<file path="src/rtl/uart_rx_block_packer.sv">
// Packs 2**ADDR_SPACE_EXP received UART bytes (byte 0 in the LSBs) into one cipher block.
// The block is held until the consumer reads it; partial blocks are dropped after an idle timeout.
module uart_rx_block_packer #(
  parameter int unsigned DATA_SIZE      = 8,
  parameter int unsigned ADDR_SPACE_EXP = 3,
  parameter int unsigned TIMEOUT_CYCLES = 1000000
) (
  input  logic                                      clk_100MHz,
  input  logic                                      reset,
  input  logic [DATA_SIZE-1:0]                      rx_data_in,
  input  logic                                      rx_done_tick,
  input  logic                                      block_read,
  output logic [DATA_SIZE*(2**ADDR_SPACE_EXP)-1:0]  block_data_out,
  output logic                                      block_ready,
  output logic [ADDR_SPACE_EXP:0]                   byte_count,
  output logic                                      overrun,
  output logic                                      timeout_err
);

  localparam int unsigned N  = 2**ADDR_SPACE_EXP;
  localparam int unsigned BW = DATA_SIZE * N;
  localparam int unsigned AW = (ADDR_SPACE_EXP > 0) ? ADDR_SPACE_EXP : 1;
  localparam int unsigned CW = ADDR_SPACE_EXP + 1;
  localparam int unsigned TW = $clog2(TIMEOUT_CYCLES + 1);

  typedef enum logic [1:0] {
    IDLE    = 2'd0,
    COLLECT = 2'd1,
    FULL    = 2'd2
  } state_t;

  state_t          state_q, state_d;
  logic [TW-1:0]   timer_q, timer_d;
  logic [BW-1:0]   blk_d;
  logic [CW-1:0]   cnt_d;
  logic            ready_d;
  logic            ovr_d;
  logic            tout_d;

  logic [AW-1:0]   wr_idx_c;
  logic            accept_c;
  logic            last_word_c;
  logic            timeout_hit_c;

  // A tick is taken unless a block is pending and not being read in the same cycle.
  assign accept_c      = rx_done_tick && ((state_q != FULL) || block_read);
  assign wr_idx_c      = (state_q == COLLECT) ? byte_count[AW-1:0] : '0;
  assign last_word_c   = (wr_idx_c == AW'(N - 1));
  assign timeout_hit_c = (state_q == COLLECT) && !rx_done_tick &&
                         (timer_q == TW'(TIMEOUT_CYCLES - 1));

  // State register
  always_ff @(posedge clk_100MHz or posedge reset) begin
    if (reset) state_q <= IDLE;
    else       state_q <= state_d;
  end

  // Next-state logic
  always_comb begin
    state_d = state_q;
    if (accept_c)                             state_d = last_word_c ? FULL : COLLECT;
    else if ((state_q == FULL) && block_read) state_d = IDLE;
    else if (timeout_hit_c)                   state_d = IDLE;
  end

  // Next values of the registered datapath and outputs
  always_comb begin
    blk_d   = block_data_out;
    cnt_d   = byte_count;
    timer_d = timer_q;
    ready_d = block_ready;
    ovr_d   = overrun;
    tout_d  = 1'b0;
    if (accept_c) begin
      // A new block starts from a clean slate so stale bytes never leak into it.
      if (state_q != COLLECT) blk_d = '0;
      blk_d[DATA_SIZE * 32'(wr_idx_c) +: DATA_SIZE] = rx_data_in;
      cnt_d   = CW'(wr_idx_c) + CW'(1);
      timer_d = '0;
      ready_d = last_word_c;
    end else if (state_q == FULL) begin
      timer_d = '0;
      if (block_read) begin
        ready_d = 1'b0;
        cnt_d   = '0;
      end else if (rx_done_tick) begin
        ovr_d = 1'b1;
      end
    end else if (timeout_hit_c) begin
      blk_d   = '0;
      cnt_d   = '0;
      timer_d = '0;
      tout_d  = 1'b1;
    end else if (state_q == COLLECT) begin
      timer_d = timer_q + TW'(1);
    end
  end

  always_ff @(posedge clk_100MHz or posedge reset) begin
    if (reset) begin
      block_data_out <= '0;
      byte_count     <= '0;
      timer_q        <= '0;
      block_ready    <= 1'b0;
      overrun        <= 1'b0;
      timeout_err    <= 1'b0;
    end else begin
      block_data_out <= blk_d;
      byte_count     <= cnt_d;
      timer_q        <= timer_d;
      block_ready    <= ready_d;
      overrun        <= ovr_d;
      timeout_err    <= tout_d;
    end
  end

endmodule
</file>
<file path="config.mk">
export PLATFORM = sky130hd
export DESIGN_NAME = uart_rx_block_packer
export DESIGN_NICKNAME = d
export VERILOG_FILES = /design/src/rtl/uart_rx_block_packer.sv
export SDC_FILE = /design/constraint.sdc
export NUM_CORES = 1
export LEC_CHECK = 0
export ABC_AREA = 1
export BUFFER_PORTS_ARGS = -buffer_cell sky130_fd_sc_hd__buf_4
export CORE_ASPECT_RATIO = 1.2
export CORE_MARGIN = 5
export CORE_UTILIZATION = 44
export DETAILED_ROUTE_END_ITERATION = 8
export PLACE_DENSITY = 0.75
export SLEW_MARGIN = 20
export SYNTH_ARGS = -nofsm -noshare
export SYNTH_HDL_FRONTEND = slang
export SYNTH_SLANG_ARGS = --single-unit
</file>
<file path="constraint.sdc">
create_clock -name clk_100MHz -period 3.85 [get_ports clk_100MHz]
set_input_delay 0.1925 -clock clk_100MHz [delete_from_list [all_inputs] [get_ports clk_100MHz]]
set_output_delay 0.1925 -clock clk_100MHz [all_outputs]
set_load 0.005 [all_outputs]
</file>
==> impl_metrics.ini, run 1 <==
[status]
status = finished with violations
violations = hold timing

[clock_tree]
cts_setup_buffers = 0
cts_buffer_depth = 2
cts.clk_slew.worst_paths_ns = 0.07
cts_tree = built
ctsResizeCount = 0
numCtsBuffers = 9
clkLatencyLatePin_ns = 0.35
cts_sinks = 93
hold_buffers = 0
clockRootBuffer = clkbuf_16
cts_max_level = 3

[yosys]
synth.most_common_cell = nand2_1
synth_seq_cells = 93
syn_avg_cell_area_sq_um = 7.80
synth_area_sq_um = 4730
synth_nets = 626
synth_edf_count = 0
yosys_warnings = 0
async_flop_share_pct = 100
synthDistinctLibCells = 31
yosysTopAreaCellShare_pct = 49.2
ys_top_cells_by_area = dfrtp_1 (49%), nand2_1 (21%), nand3_1 (5.3%), inv_1 (4.3%), nor2_1 (4.1%)
synth_common_cells = nand2_1 (259), dfrtp_1 (93), inv_1 (54)
yosys.area.top_type = dfrtp_1
syn_inst = 607
yosys_most_used_dff = dfrtp_1
ys_seq_area_share_pct = 49.2

[drt]
drt_pass1_iterations = 5
drt_iter0_markers = 156
wl_um = 11900
drtAntennaViolNets = 0
avgRoutedWirePerCell_um = 14.5
vias_per_cell = 5.01
routed-via-count = 4132
drc_errors = 0

[setup_path]
ff2ff_path_depth = 10
crit_family = simple AND/OR/NAND/NOR gates
critPathMostFrequentCell = ha_1
start_kind = flip-flop
end_kind = flip-flop
cp_cell_sequence = inv_1 > ha_1 > nand2_2 > ha_1 > ha_1 > inv_2 > nand3_1 > nor3_2 > nand2_1 > nand2_1
crit_path_top_delay_cell = nor3_2
cp.required_ns = 4.13
worst-path-stages = 10
crit_arrival_ns = 3.08
slowest_delay_ns = 0.48
critPathKind = flip-flop to flip-flop
cp_max_fo = 19
cp_num_buf_inv = 2

[floorplanning]
io_pins = 83
core_sq_um = 10500
row_count = 41
start_util_pct = 45.0
dieArea_sq_um = 12900
die_w_um = 105
die_h_um = 124

[worst_hold_path]
hold_class = input pin to async pin

[cells_and_area]
diodes = 0
fill_cells = 988
area_delta_synth_final_pct = 21.7
drive_above_1_share_pct = 18.3
stdcell_count = 824
fin_nets = 709

[power_and_ir_drop]
p_int_uw = 1700
power_density_nw_per_um2 = 427
p_sw_uw = 759
p_leak_uw = 0.00318
p_sw_share_pct = 30.9
ir_worst_vdd_mv = 0.212
p_clk_share_pct = 36.5
combPwrFrac_pct = 19.7
power_uw = 2460
seq_power_share_pct = 43.8

[global_route]
first_global_vias = 4281
grt_overflow = 0
grt_pass1_wl_um = 20500
grt_use_total_pct = 19.5
grt_max_degree = 60
antenna_found_initial = 0

[placed_design]
io_buffers = 82
routabilityCongestion = 0.918
dp_slack_ns = 1.10
dp_cells = 808
hpwlAfterDp_um = 9100

[timing]
drv_slew = 0
fin_ws_ns = 1.05
max_freq_mhz = 358
min_period_ns = 2.80
worst_hold_slack_ns = -0.0375
finalHoldViolations = 29
setup_violations = 0
min_period_over_period_pct = 72.6
worst_pin_slew_ns = 0.739
tns_ns = 0
rsz0062_at_grt = no
slew-limit-headroom_pct = 50.8
finClkSkew_ns = 0.00589

[flow_run]
cap_violations = 0
through the flow:
step                      area [sq um]  utilization (%)
after detailed placement          5460             51.9
after global placement            5460             51.9
after floorplan                   4730                -
after global routing              5760             54.7
after CTS                         5760             54.7
final                             5760             54.7
cell usage in the layout, fill, tap and decap left out, types with 2 or more instances in the layout:
master      netlist  layout
clkinv_4          0       2
clkbuf_16         0       9
nor2_1           52      52
xor2_1            9       9
o22ai_1           4       4
inv_1            54      53
inv_2             4       4
ha_1              7       7
buf_4             2      84
nand2_2           2       2
o21ai_0          14      14
xnor2_1           2       2
nand3_1          50      50
o21ai_2           2       2
nor3_1           13      13
nand3_4           8       8
dfrtp_1          93      93
clkinvlp_4        0       2
nand4_1           6       6
nor2_4            2       2
a21oi_1           2       2
nand3_2           4       4
nand2_1         259     259
sequential cells by signal (all words and copies together), names as in the netlist:
| name | cells |
|---|---|
| block_data_out | 64 |
| state_q | 2 |
| overrun | 1 |
| block_ready | 1 |
| timeout_err | 1 |
| timer_q | 20 |
| byte_count | 4 |
final cells by class:
type	count	area (sq um)	share of cell area [%]
well taps	129	161	2.80
inverters	58	220	3.83
clock inverters	6	71.3	1.24
multi-input cells	444	2120	36.8
repair buffers	84	631	11.0
clock buffers	10	229	3.98
flip-flops and latches	93	2330	40.4
power groups by stage:
| stage | registers [uW] | clock network [uW] | logic, uW |
|---|---|---|---|
| floorplan | 1090 | 0 | 306 |
| global placement | 1090 | 0 | 475 |
| detailed placement | 1090 | 0 | 484 |
| CTS | 1080 | 909 | 487 |
| global route | 1080 | 946 | 547 |
| finish | 1080 | 898 | 484 |
routing by layer:
layer / vias to the layer above / wire (um) / global-route usage (%)
met5: - / 0 / 0
met4: 0 / 253 / 6.63
met3: 21 / 488 / 3.94
met2: 87 / 6060 / 34.3
met1: 1955 / 5120 / 24.1
li1: 2069 / - / -
logic make-up after synthesis:
logic type,after synthesis,share of synthesized area (%)
flops,93,49.2
xor+xnor,11,2.04
compound gates,25,3.04
buf+inv,70,6.08
fa+ha+maj,7,1.85
simple gates,401,37.8
final timing paths:
| check | start | to | slack, ns |
|---|---|---|---|
| setup / recovery | state_q[1]$_DFFE_PP0P_ | block_data_out[7]$_DFFE_PP0P_ | 1.05 |
| hold / removal | reset | timer_q[10]$_DFFE_PP0P_ | -0.04 |
| setup reg to reg | state_q[1]$_DFFE_PP0P_ | block_data_out[7]$_DFFE_PP0P_ | 1.05 |
| hold reg to reg | block_data_out[40]$_DFFE_PP0P_ | block_data_out[40]$_DFFE_PP0P_ | 0.47 |
| max in group asynchronous | reset | block_data_out[9]$_DFFE_PP0P_ | 2.95 |
| min in group clk_100MHz | rx_data_in[1] | block_data_out[1]$_DFFE_PP0P_ | 0.06 |
Power figures use the tool's default switching activity.
==> run 2, diff against run 1 <==
- ABC_AREA: 1 -> 0
- PLACE_DENSITY: 0.75 -> 0.78
- clock period: 3.85 -> 2.54 ns (I/O delays scaled with it)
==> run 2 against run 1 <==
  * Clock power is 47% higher
  * Clock skew rose by 0.00089 ns
  * Power rose by 65%
  * Critical endpoint is now block_data_out[31]$_DFFE_PP0P_
  * The flow now finishes without violations
  * Non-clock buffer count increased by 14
==> impl_metrics.ini, run 2 <==
[drt]
drt_iter0_markers = 203
vias_per_cell = 6.01
drtAntennaViolNets = 0
routed-via-count = 3568
avgRoutedWirePerCell_um = 18.2
drt_pass1_iterations = 4
wl_um = 10800
drc_errors = 0

[placed_design]
hpwlAfterDp_um = 7550
dp_slack_ns = -0.00142
io_buffers = 82
routabilityCongestion = 0.876
dp_cells = 576

[cells_and_area]
multi_input_area_sq_um = 1840
reg_top3 = block_data_out x64, timer_q x20, byte_count x4
largest_reg_flops = 64
fill_cells = 783
layout_common_cells = buf_4 (95), dfrtp_1 (93), a22o_1 (65)
area_delta_synth_final_pct = 27.7
top_register = block_data_out
final_common_cell = buf_4
fin_nets = 485
fin_util_pct = 57.2
regArea_sq_um = 2330
stdcell_count = 594
drive_above_1_share_pct = 28.2
diodes = 0

[yosys]
yosys.area.top_type = dfrtp_1
ys_top_cells_by_area = dfrtp_1 (55%), a22o_1 (13%), o21ai_0 (2.2%), nand2_1 (2.1%), ha_1 (2.1%)
syn_avg_cell_area_sq_um = 11.1
async_flop_share_pct = 100
ys_seq_area_share_pct = 54.9
synth_area_sq_um = 4240
synth_edf_count = 0
yosys_most_used_dff = dfrtp_1
synth_common_cells = dfrtp_1 (93), a22o_1 (65), nand2_1 (24)
synth.most_common_cell = dfrtp_1
yosys_warnings = 0
synth_nets = 402
syn_inst = 383
synthDistinctLibCells = 53
synth_seq_cells = 93
yosysTopAreaCellShare_pct = 54.9

[global_route]
first_global_vias = 3381
grt_pass1_wl_um = 18000
grt_use_total_pct = 18.8
grt_overflow = 0
antenna_found_initial = 0
grt_max_degree = 94

[timing]
setup_violations = 0
rsz0062_at_grt = yes
fin_ws_ns = 0.132
slew-limit-headroom_pct = 53.4
finClkSkew_ns = 0.00677
min_period_ns = 2.41
drv_slew = 0
worst_pin_slew_ns = 0.692
max_freq_mhz = 415
finalHoldViolations = 0
min_period_over_period_pct = 94.8

[status]
status = finished, final reports clean

[clock_tree]
cts_tree = built
cts_max_level = 3
clockRootBuffer = clkbuf_16
cts.clk_slew.worst_paths_ns = 0.06
cts_buffer_depth = 2
clkLatencyLatePin_ns = 0.33
numCtsBuffers = 9
cts_sinks = 93

[worst_hold_path]
hold_class = input pin to flip-flop

[floorplanning]
dieArea_sq_um = 11700
start_util_pct = 44.8
row_count = 39
io_pins = 83
die_h_um = 118
die_w_um = 99.6
core_sq_um = 9470

[setup_path]
slowest_delay_ns = 0.52
cp_max_fo = 8
cp_cell_sequence = ha_1 > nand3_1 > or2_2 > o31ai_4 > o21ai_1 > a22o_1
crit_arrival_ns = 2.62
start_kind = flip-flop
cp.required_ns = 2.75
cp_num_buf_inv = 0
critPathKind = flip-flop to flip-flop
crit_family = compound AO/OA/AOI/OAI gates
crit_path_top_delay_cell = o31ai_4
r2r_setup_slack_ns = 0.13
end_kind = flip-flop

[flow_run]
cap_violations = 0

[power_and_ir_drop]
ir_worst_vdd_mv = 0.355
power_density_nw_per_um2 = 750
p_leak_uw = 0.00263
[run 2: changes by cell type in the layout (fill, tap and decap cells not counted), moves of 7 or more]
cell	delta
inv_1	-44
nand2_1	-236
nor3_1	-7
a21oi_1	+10
a22o_1	+65
buf_4	+11
nor2_1	-30
nand3_4	-8
nand3_1	-39
xor2_1	-9
[run 2: cells by family after synthesis]
group / count (synthesis) / share of synthesized area, %
AOI/OAI and AO/OA: 134 / 24.1
and+or+nand+nor: 110 / 15.1
DFF: 93 / 54.9
buffers and inverters: 37 / 3.42
adders and majority gates: 7 / 2.06
xor gates and xnor gates: 1 / 0.206
muxes: 1 / 0.236
[run 2: power by group]
part / internal (uW) / switching, uW
Combinational: 472 / 502
Sequential: 1640 / 132
Clock: 767 / 550
Total: 2880 / 1180
[run 2: what timing repair did]
action | in CTS | in global routing
pin swaps | 0 | 2
endpoints found under the setup margin | 8 | 54
hold endpoints to repair | 93 | 0
setup buffers | 0 | 1
hold buffers | 1 | 0
resized for setup | 1 | 11
[run 2: metal layers]
layer  track usage (%)  share of wire [%]  vias up  wire (um)
met3              3.97                6.5        8        706
li1                  -                  -     1620          -
met4              4.27               0.86        0         93
met5                 0                  0        -          0
met2              30.1                 50      123       5390
met1              26.4                 43     1817       4650
[run 2: final cells by class]
cell class,instances,area share (%)
Inverter,11,0.831
Clock inverter,5,1.11
Multi-Input combinational cell,253,33.9
Sequential cell,93,42.9
Tap cell,123,2.84
Clock buffer,11,4.29
Timing Repair Buffer,98,14.1
[run 2: final timing paths]
check                                        from                        endpoint  cells after the start
max                        timer_q[0]$_DFFE_PP0P_  block_data_out[31]$_DFFE_PP0P_                      6
min                                    block_read          state_q[1]$_DFFE_PP0P_                      2
max reg2reg                timer_q[0]$_DFFE_PP0P_  block_data_out[31]$_DFFE_PP0P_                      6
min reg2reg                   overrun$_DFFE_PP0P_             overrun$_DFFE_PP0P_                      1
max in group asynchronous                   reset  block_data_out[18]$_DFFE_PP0P_                      4
min in group asynchronous                   reset             overrun$_DFFE_PP0P_                      4
[run 2: per-stage QoR]
stage / TNS [ns] / hold WS, ns / cell area (sq um) / power, uW
after floorplan: 0 / 0.282 / 4260 / 2290
after global placement: 0 / 0.298 / 5060 / 2690
after detailed placement: -0.00142 / 0.307 / 5060 / 2720
after CTS: 0 / 0.101 / 5370 / 4050
after global routing: -0.588 / 0.109 / 5420 / 4270
final: 0 / 0.109 / 5420 / 4060
[run 2: worst reg2reg max path, stage by stage (launching register included)]
cell     delay (ns)
dfrtp_1        0.43
ha_1           0.22
nand3_1        0.10
or2_2          0.38
o31ai_4        0.52
o21ai_1        0.36
a22o_1         0.28
